**config.mk**
```make
export PLATFORM = sky130hd
export DESIGN_NAME = vga_mode_config
export DESIGN_NICKNAME = d
export VERILOG_FILES = /design/src/rtl/vga_pkg.sv /design/src/rtl/vga_mode_rom.sv /design/src/rtl/vga_mode_config.sv
export SDC_FILE = /design/constraint.sdc
export NUM_CORES = 1
export LEC_CHECK = 0
export ABC_AREA = 1
export CAP_MARGIN = 30
export CORE_ASPECT_RATIO = 1.2
export CORE_UTILIZATION = 44
export CTS_CLUSTER_SIZE = 16
export DETAILED_ROUTE_END_ITERATION = 16
export PLACE_DENSITY = 0.85
export SLEW_MARGIN = 30
export SYNTH_ARGS = -nofsm -noshare
export SYNTH_HDL_FRONTEND = slang
export SYNTH_SLANG_ARGS = --single-unit
```
**constraint.sdc**
```tcl
create_clock -name Clk -period 5.1 [get_ports Clk]
set_clock_uncertainty 0.1 [all_clocks]
set_input_delay 0.51 -clock Clk [delete_from_list [all_inputs] [get_ports Clk]]
set_output_delay 0.51 -clock Clk [all_outputs]
set_load 0.01 [all_outputs]
```
**src/rtl/vga_pkg.sv**
```systemverilog
// Shared constants for the VGA timing blocks: mode encodings, per-mode
// sync/max geometry, default field widths and the mode-config FSM states.
package vga_pkg;

    localparam int PULSE_WIDTH_DEF   = 8;
    localparam int REZ_MAX_WIDTH_DEF = 12;

    localparam logic [1:0] MODE_640  = 2'd0;
    localparam logic [1:0] MODE_800  = 2'd1;
    localparam logic [1:0] MODE_SIM  = 2'd2;
    localparam logic [1:0] MODE_RSVD = 2'd3;

    localparam int H_SYNC_640 = 96;
    localparam int H_MAX_640  = 800;
    localparam int V_SYNC_640 = 2;
    localparam int V_MAX_640  = 525;

    localparam int H_SYNC_800 = 128;
    localparam int H_MAX_800  = 1056;
    localparam int V_SYNC_800 = 4;
    localparam int V_MAX_800  = 628;

    // Tiny geometry so simulations reach frame boundaries quickly.
    localparam int H_SYNC_SIM = 1;
    localparam int H_MAX_SIM  = 8;
    localparam int V_SYNC_SIM = 1;
    localparam int V_MAX_SIM  = 4;

    typedef logic [1:0] state_t;

    localparam state_t ST_IDLE    = 2'd0;
    localparam state_t ST_PENDING = 2'd1;
    localparam state_t ST_HOLD    = 2'd2;

endpackage

```
**src/rtl/vga_mode_rom.sv**
```systemverilog
// Combinational mode lookup: mode number to sync/max geometry plus a
// valid flag (the reserved mode is the only invalid one).
module vga_mode_rom
    import vga_pkg::*;
#(
    parameter int PULSE_WIDTH   = PULSE_WIDTH_DEF,
    parameter int REZ_MAX_WIDTH = REZ_MAX_WIDTH_DEF
) (
    input  logic [1:0]               mode_sel,
    output logic [PULSE_WIDTH-1:0]   h_sync,
    output logic [REZ_MAX_WIDTH-1:0] h_max,
    output logic [PULSE_WIDTH-1:0]   v_sync,
    output logic [REZ_MAX_WIDTH-1:0] v_max,
    output logic                     valid
);

    always_comb begin
        h_sync = PULSE_WIDTH'(H_SYNC_640);
        h_max  = REZ_MAX_WIDTH'(H_MAX_640);
        v_sync = PULSE_WIDTH'(V_SYNC_640);
        v_max  = REZ_MAX_WIDTH'(V_MAX_640);
        valid  = 1'b1;
        case (mode_sel)
            MODE_800: begin
                h_sync = PULSE_WIDTH'(H_SYNC_800);
                h_max  = REZ_MAX_WIDTH'(H_MAX_800);
                v_sync = PULSE_WIDTH'(V_SYNC_800);
                v_max  = REZ_MAX_WIDTH'(V_MAX_800);
            end
            MODE_SIM: begin
                h_sync = PULSE_WIDTH'(H_SYNC_SIM);
                h_max  = REZ_MAX_WIDTH'(H_MAX_SIM);
                v_sync = PULSE_WIDTH'(V_SYNC_SIM);
                v_max  = REZ_MAX_WIDTH'(V_MAX_SIM);
            end
            MODE_RSVD: valid = 1'b0;
            default: ;
        endcase
    end

endmodule

```
**src/rtl/vga_mode_config.sv**
```systemverilog
// Video mode holder for the VGA counters: defers mode switches to a frame
// boundary, holds the counters for HOLD_CYCLES, then acknowledges.
module vga_mode_config
    import vga_pkg::*;
#(
    parameter int PULSE_WIDTH   = PULSE_WIDTH_DEF,
    parameter int REZ_MAX_WIDTH = REZ_MAX_WIDTH_DEF,
    parameter int HOLD_CYCLES   = 2     // 1..15
) (
    input  logic                     Clk,
    input  logic                     Rst,
    input  logic [1:0]               Mode_sel,
    input  logic                     Mode_req,
    input  logic                     Frame_end,
    output logic [PULSE_WIDTH-1:0]   H_sync_pulse,
    output logic [REZ_MAX_WIDTH-1:0] H_count_max,
    output logic [PULSE_WIDTH-1:0]   V_sync_pulse,
    output logic [REZ_MAX_WIDTH-1:0] V_count_max,
    output logic                     Counter_hold,
    output logic                     Busy,
    output logic                     Mode_ack,
    output logic                     Mode_err,
    output logic [1:0]               Cur_mode
);

    localparam logic [3:0] HOLD_INIT = 4'(HOLD_CYCLES - 1);

    state_t                   state;
    logic [1:0]               pend_mode;
    logic [3:0]               hold_cnt;
    logic [1:0]               rom_sel;
    logic [PULSE_WIDTH-1:0]   rom_h_sync;
    logic [REZ_MAX_WIDTH-1:0] rom_h_max;
    logic [PULSE_WIDTH-1:0]   rom_v_sync;
    logic [REZ_MAX_WIDTH-1:0] rom_v_max;
    logic                     rom_valid;

    // In IDLE the ROM validates the incoming request; otherwise it serves
    // the latched pending mode for the frame-boundary load.
    assign rom_sel = (state == ST_IDLE) ? Mode_sel : pend_mode;

    vga_mode_rom #(
        .PULSE_WIDTH  (PULSE_WIDTH),
        .REZ_MAX_WIDTH(REZ_MAX_WIDTH)
    ) u_rom (
        .mode_sel(rom_sel),
        .h_sync  (rom_h_sync),
        .h_max   (rom_h_max),
        .v_sync  (rom_v_sync),
        .v_max   (rom_v_max),
        .valid   (rom_valid)
    );

    always_ff @(posedge Clk) begin
        if (Rst) begin
            state        <= ST_IDLE;
            pend_mode    <= MODE_640;
            hold_cnt     <= '0;
            H_sync_pulse <= PULSE_WIDTH'(H_SYNC_640);
            H_count_max  <= REZ_MAX_WIDTH'(H_MAX_640);
            V_sync_pulse <= PULSE_WIDTH'(V_SYNC_640);
            V_count_max  <= REZ_MAX_WIDTH'(V_MAX_640);
            Cur_mode     <= MODE_640;
            Counter_hold <= 1'b0;
            Busy         <= 1'b0;
            Mode_ack     <= 1'b0;
            Mode_err     <= 1'b0;
        end else begin
            Mode_ack <= 1'b0;
            Mode_err <= 1'b0;
            case (state)
                ST_IDLE: begin
                    // Frame_end here is deliberately not consumed, even if
                    // it coincides with the request.
                    if (Mode_req) begin
                        if (!rom_valid) begin
                            Mode_err <= 1'b1;
                        end else if (Mode_sel == Cur_mode) begin
                            Mode_ack <= 1'b1;
                        end else begin
                            pend_mode <= Mode_sel;
                            Busy      <= 1'b1;
                            state     <= ST_PENDING;
                        end
                    end
                end
                ST_PENDING: begin
                    if (Frame_end) begin
                        H_sync_pulse <= rom_h_sync;
                        H_count_max  <= rom_h_max;
                        V_sync_pulse <= rom_v_sync;
                        V_count_max  <= rom_v_max;
                        Cur_mode     <= pend_mode;
                        Counter_hold <= 1'b1;
                        hold_cnt     <= HOLD_INIT;
                        state        <= ST_HOLD;
                    end
                end
                ST_HOLD: begin
                    if (hold_cnt == 4'd0) begin
                        Counter_hold <= 1'b0;
                        Mode_ack     <= 1'b1;
                        Busy         <= 1'b0;
                        state        <= ST_IDLE;
                    end else begin
                        hold_cnt <= hold_cnt - 4'd1;
                    end
                end
                default: state <= ST_IDLE;
            endcase
        end
    end

endmodule

```
Word-level counts from Yosys, hierarchy flattened
Cells that the tools add are included.
- mux-type cells: 27
- equality and inequality tests: 12
- add/sub/neg operators: 1
- reductions and logical operators: 11
- bitwise gates (word level): 4
- operators by type and width (cell ; count):
    $pmux W11 S2 ; 1
    $pmux W10 S2 ; 1
    $pmux W8 S2 ; 1
    $mux W2 ; 6
    $ne A2 B2 Y1 const B ; 6
    $mux W1 ; 10
    $reduce_and A5 Y1 ; 2
    $mux W4 ; 2
    $pmux W4 S2 ; 1
    $eq A2 B2 Y1 const B ; 3
    $pmux W1 S2 ; 3
    $pmux W2 S3 ; 1
    $pmux W3 S2 ; 1
    $reduce_and A3 Y1 ; 2
    $eq A2 B1 Y1 const B ; 2
    $logic_not A4 Y1 ; 1
    $not A1 Y1 ; 4
    $reduce_and A4 Y1 ; 1
    $reduce_bool A2 Y1 ; 2
    $sub A4 B1 Y4 const B ; 1
    $reduce_or A3 Y1 ; 1
    $eq A2 B2 Y1 ; 1
    $logic_not A2 Y1 ; 1
    $reduce_and A2 Y1 ; 1
- word-level logic and storage cells: 67
- bits in registers: 54
- output and inout bits: 46
- bits of input ports: 6

Longest topological paths before layout
- depth after elaboration: 6
- depth in mapped cells: 9
- mapped depth without buffers: 9

Hierarchy
A second synthesis with hierarchy kept.
- cell total of the unflattened synthesis: 305
- area total of the unflattened synthesis: 2356.0 um^2
- by module, submodules not included (module ; area each (um^2) ; times used ; sequential area each (um^2) ; cells an instance):
    vga_mode_config ; 2013.2 ; 1 ; 1081.0 ; 259
    vga_mode_rom ; 342.8 ; 1 ; 0.0 ; 46

Least setup slack after synthesis
Ideal clock, no wire load.
- path type: reg-to-reg
- start: reg state[1]
- end: reg pend_mode[0]
- cell stages (with the launch flop): 9
- clock period less this slack: 1624 ps
- library setup time: 115 ps
- setup slack: 3476 ps
- path buffers: 0
- arrival: 1409 ps
- required time: 4885 ps
- path through: dfxtp_1 > nor2_4 > o21ai_0 > inv_1 > ha_1 > nor2_4 > nand3_1 > nand2_1 > nor2_1
- longest elaborated chain between the ends: 5
- ends and longest elaborated chain (what ; line ; source):
    start, declared ; vga_mode_config.sv:28 ; state_t state;
    start signal, assigned ; vga_mode_config.sv:56 ; state <= ST_IDLE;
    start signal, assigned ; vga_mode_config.sv:83 ; state <= ST_PENDING;
    start signal, assigned ; vga_mode_config.sv:96 ; state <= ST_HOLD;
    $logic_not A2 Y1 (*) ; vga_mode_config.sv:40, vga_mode_config.sv:71 ;
    $mux W2 ; vga_mode_config.sv:40 ; assign rom_sel = (state == ST_IDLE) ? Mode_sel : pend_mode;
    $eq A2 B2 Y1 ; vga_mode_rom.sv:23 ; case (mode_sel)
    $not A1 Y1 (no line) ; -- ;
    $reduce_and A4 Y1 (no line) (*) ; -- ;
    end signal, assigned ; vga_mode_config.sv:81 ; pend_mode <= Mode_sel;
    end, declared ; vga_mode_config.sv:29 ; logic [1:0] pend_mode;
Every way passes the cells marked *; elsewhere a longest branch is shown, timed or not.
A chain may end at the register's enable or synchronous reset.

Final worst setup path
- start: in Mode_sel[0]
- end: reg pend_mode[1]
- longest elaborated chain between the ends: 4
- elaborated cells between the ends (all ways): 6
- those cells by class: eq/ne (2); mux (1); bitwise (2); reduce/logical (1)
- ends and longest elaborated chain (what ; line ; source):
    start, declared ; vga_mode_config.sv:12 ; input logic [1:0] Mode_sel,
    $mux W2 ; vga_mode_config.sv:40 ;
    $eq A2 B2 Y1 ; vga_mode_rom.sv:23 ;
    $not A1 Y1 (no line) ; -- ;
    $reduce_and A4 Y1 (no line) (*) ; -- ;
Marked as above.

==> reports/metrics.cfg <==
[min_path]
holdPathStages=2
hold_start=Busy$_SDFFE_PP0P_
hold_end=Busy$_SDFFE_PP0P_
hold_class=reg -> reg

[setup_path]
ff2ff_path_depth=8
cp.required_ns=5.21
cp_max_fo=6
critical_path.startpoint_type=input pin
rrSetupSlack_ns=3.20
r2r-end=pend_mode[1]$_SDFFE_PP0P_
arrival_ns=2.09
reg2reg_from=state[1]$_SDFFE_PP0P_
cp-end-kind=flop
path_class=in -> reg

[sta]
min_period_ns=1.98
tns_ns=0
min_period_over_period=0.388
rsz0062_at_grt=false
finalMaxSlewViolations=0
fin_hold_ws_ns=0.364
timing.final.ws_setup_ns=3.12
setup_viol=0
fmax_mhz=505
finalHoldViolations=0

[synthesis]
syn_inst=148
yosys.area.top_type=dfxtp_1
syn-cell-area_mm2=0.00113
yosysSeqAreaShare=0.319
synth_cell_types=19
ys_warn_count=0
synth-seq-cells=18
syn-mean-instance-area_um2=7.63
synth_top_area_frac=0.319
synthTopCellsByArea=dfxtp_1 (32%), buf_4 (24%), nand2_1 (7.3%), ha_1 (6.6%), a21oi_1 (6.2%)

[pwr]
power_leakage_nw=0.594
ir_drop_v=0.000135
power_uw=337
powerDensity_mw_per_mm2=260

[global_routing]
grt_pass1_vias=795
grt_pass1_wl_um=3200
grtUsageTotal=0.161
grt_max_degree=11
antenna_found_initial=0
grt_overflow=0

[clocking]
root_buffer=clkbuf_4
numCtsBuffers=3
clock_latency_ns=0.30
cts_sinks=18
cts_max_path_buffers=2
cts_resized=0
clk_pin_slew_worst_paths_ns=0.10
cts_hold_buffers=0
post_cts_buffers=0
h-tree-depth=1
cts_tree=yes

[detailed_routing]
wl_per_cell_um=10.0
dr.pass1.iters=4
vias=880
final_antenna_net_count=0
drt_iter0_markers=10
drc=0
vias_per_cell=4.51
drt_wl_total_um=1960

[cells_and_area]
layout_commonest_cell=clkdlybuf4s50_1
final_cell_mix=clkdlybuf4s50_1 (29), nand2_1 (22), conb_1 (22)
final_area_mm2=0.00129
area_growth_pct=14.6
layout-drive-gt1-share=0.0976
final_nets=177
fill_cells=212
antennaDiodeCount=0

[floorplan]
dieArea_mm2=0.00278
coreArea_mm2=0.00235
die_x_um=48.3
initial_utilization=0.480
ios=52
die_y_um=57.5
rows=19

[outcome]
status=completed

[placement]
place_area_mm2=0.00126
numPortBuffers=29
pre_cts_slack_ns=2.83
dpl.hpwl_um=1490
routabilityCongestion=0.826

[flow_run]
max_cap_violations=0

==> worst max-delay path, cell delays in order <==
cell,delay [ns]
clkdlybuf4s50_1,0.44
inv_1,0.09
nand2_1,0.05
o21ai_0,0.16
inv_1,0.13
ha_1,0.27
nor2_4,0.19
nand3_1,0.11
nand2_1,0.09
nor2_1,0.05
==> metal layers <==
layer	global-route usage	up-vias	part of all wire
met5	0	-	0
met4	0.119	0	0.026
met3	0.0285	7	0.057
met2	0.261	45	0.51
met1	0.174	391	0.41
li1	-	437	-
==> through the flow <==
| stage | std cells | utilization |
|---|---|---|
| 2_1_floorplan | 168 | - |
| 3_3_place_gp | 191 | 0.535 |
| 3_5_place_dp | 191 | 0.535 |
| 4_1_cts | 195 | 0.550 |
| 5_1_grt | 195 | 0.550 |
| 6_report | 195 | 0.550 |
==> cell families after synthesis <==
kind of cell / after synthesis / synth area share
flip-flops: 18 / 0.319
other: 2 / 0.00665
buffers and inverters: 52 / 0.296
XOR/XNOR: 2 / 0.0155
AO/OA/AOI/OAI: 20 / 0.0886
AND/OR/NAND/NOR: 48 / 0.208
adder cells (fa/ha/maj): 6 / 0.0664
==> power by group <==
group | leakage (nW) | internal [mW] | switching, mW | total, mW
registers | 0.147 | 0.150 | 0.00840 | 0.159
clock network | 0.0210 | 0.0436 | 0.0463 | 0.0899
logic | 0.427 | 0.0374 | 0.0511 | 0.0884
total | 0.594 | 0.231 | 0.106 | 0.337
==> cell type report <==
class,instances,area (um2),area share
clock buffer,4,36.3,0.0280
inverter,15,58.8,0.0454
multi-input combinational,98,510,0.394
sequential,18,360,0.278
tap,31,38.8,0.0300
timing repair buffer,29,290,0.224
==> sequential cells by signal, summed over array words and instances (netlist names) <==
register,count
Busy,1
Cur_mode,2
V_sync_pulse,2
pend_mode,2
Mode_err,1
state,2
Mode_ack,1
Counter_hold,1
hold_cnt,4
H_count_max,1
V_count_max,1
==> worst max-delay path by stage <==
| stage | cells past startpoint | start | slack, ns | endpoint |
|---|---|---|---|---|
| final | 10 | Mode_sel[0] | 3.12 | pend_mode[1]$_SDFFE_PP0P_ |
| after global routing | 10 | Mode_sel[0] | 3.01 | pend_mode[1]$_SDFFE_PP0P_ |
| after CTS | 10 | Mode_sel[0] | 3.13 | pend_mode[1]$_SDFFE_PP0P_ |
| after detailed placement | 10 | Mode_sel[0] | 2.83 | pend_mode[1]$_SDFFE_PP0P_ |
| after global placement | 10 | Mode_sel[0] | 2.96 | pend_mode[1]$_SDFFE_PP0P_ |
| after floorplan | 8 | state[1]$_SDFFE_PP0P_ | 3.48 | pend_mode[0]$_SDFFE_PP0P_ |
==> cells in the mapped netlist <==
cell type,number
a21oi_1,14
buf_2,1
buf_4,36
conb_1,2
dfxtp_1,18
ha_1,6
inv_1,11
inv_2,3
inv_4,1
nand2_1,22
nand2_2,3
nand2_4,2
nand3_1,7
nor2_1,10
nor2_4,3
nor3_1,1
o21ai_0,5
o21ai_1,1
xnor2_1,2
(Power assumes the default switching activity.)
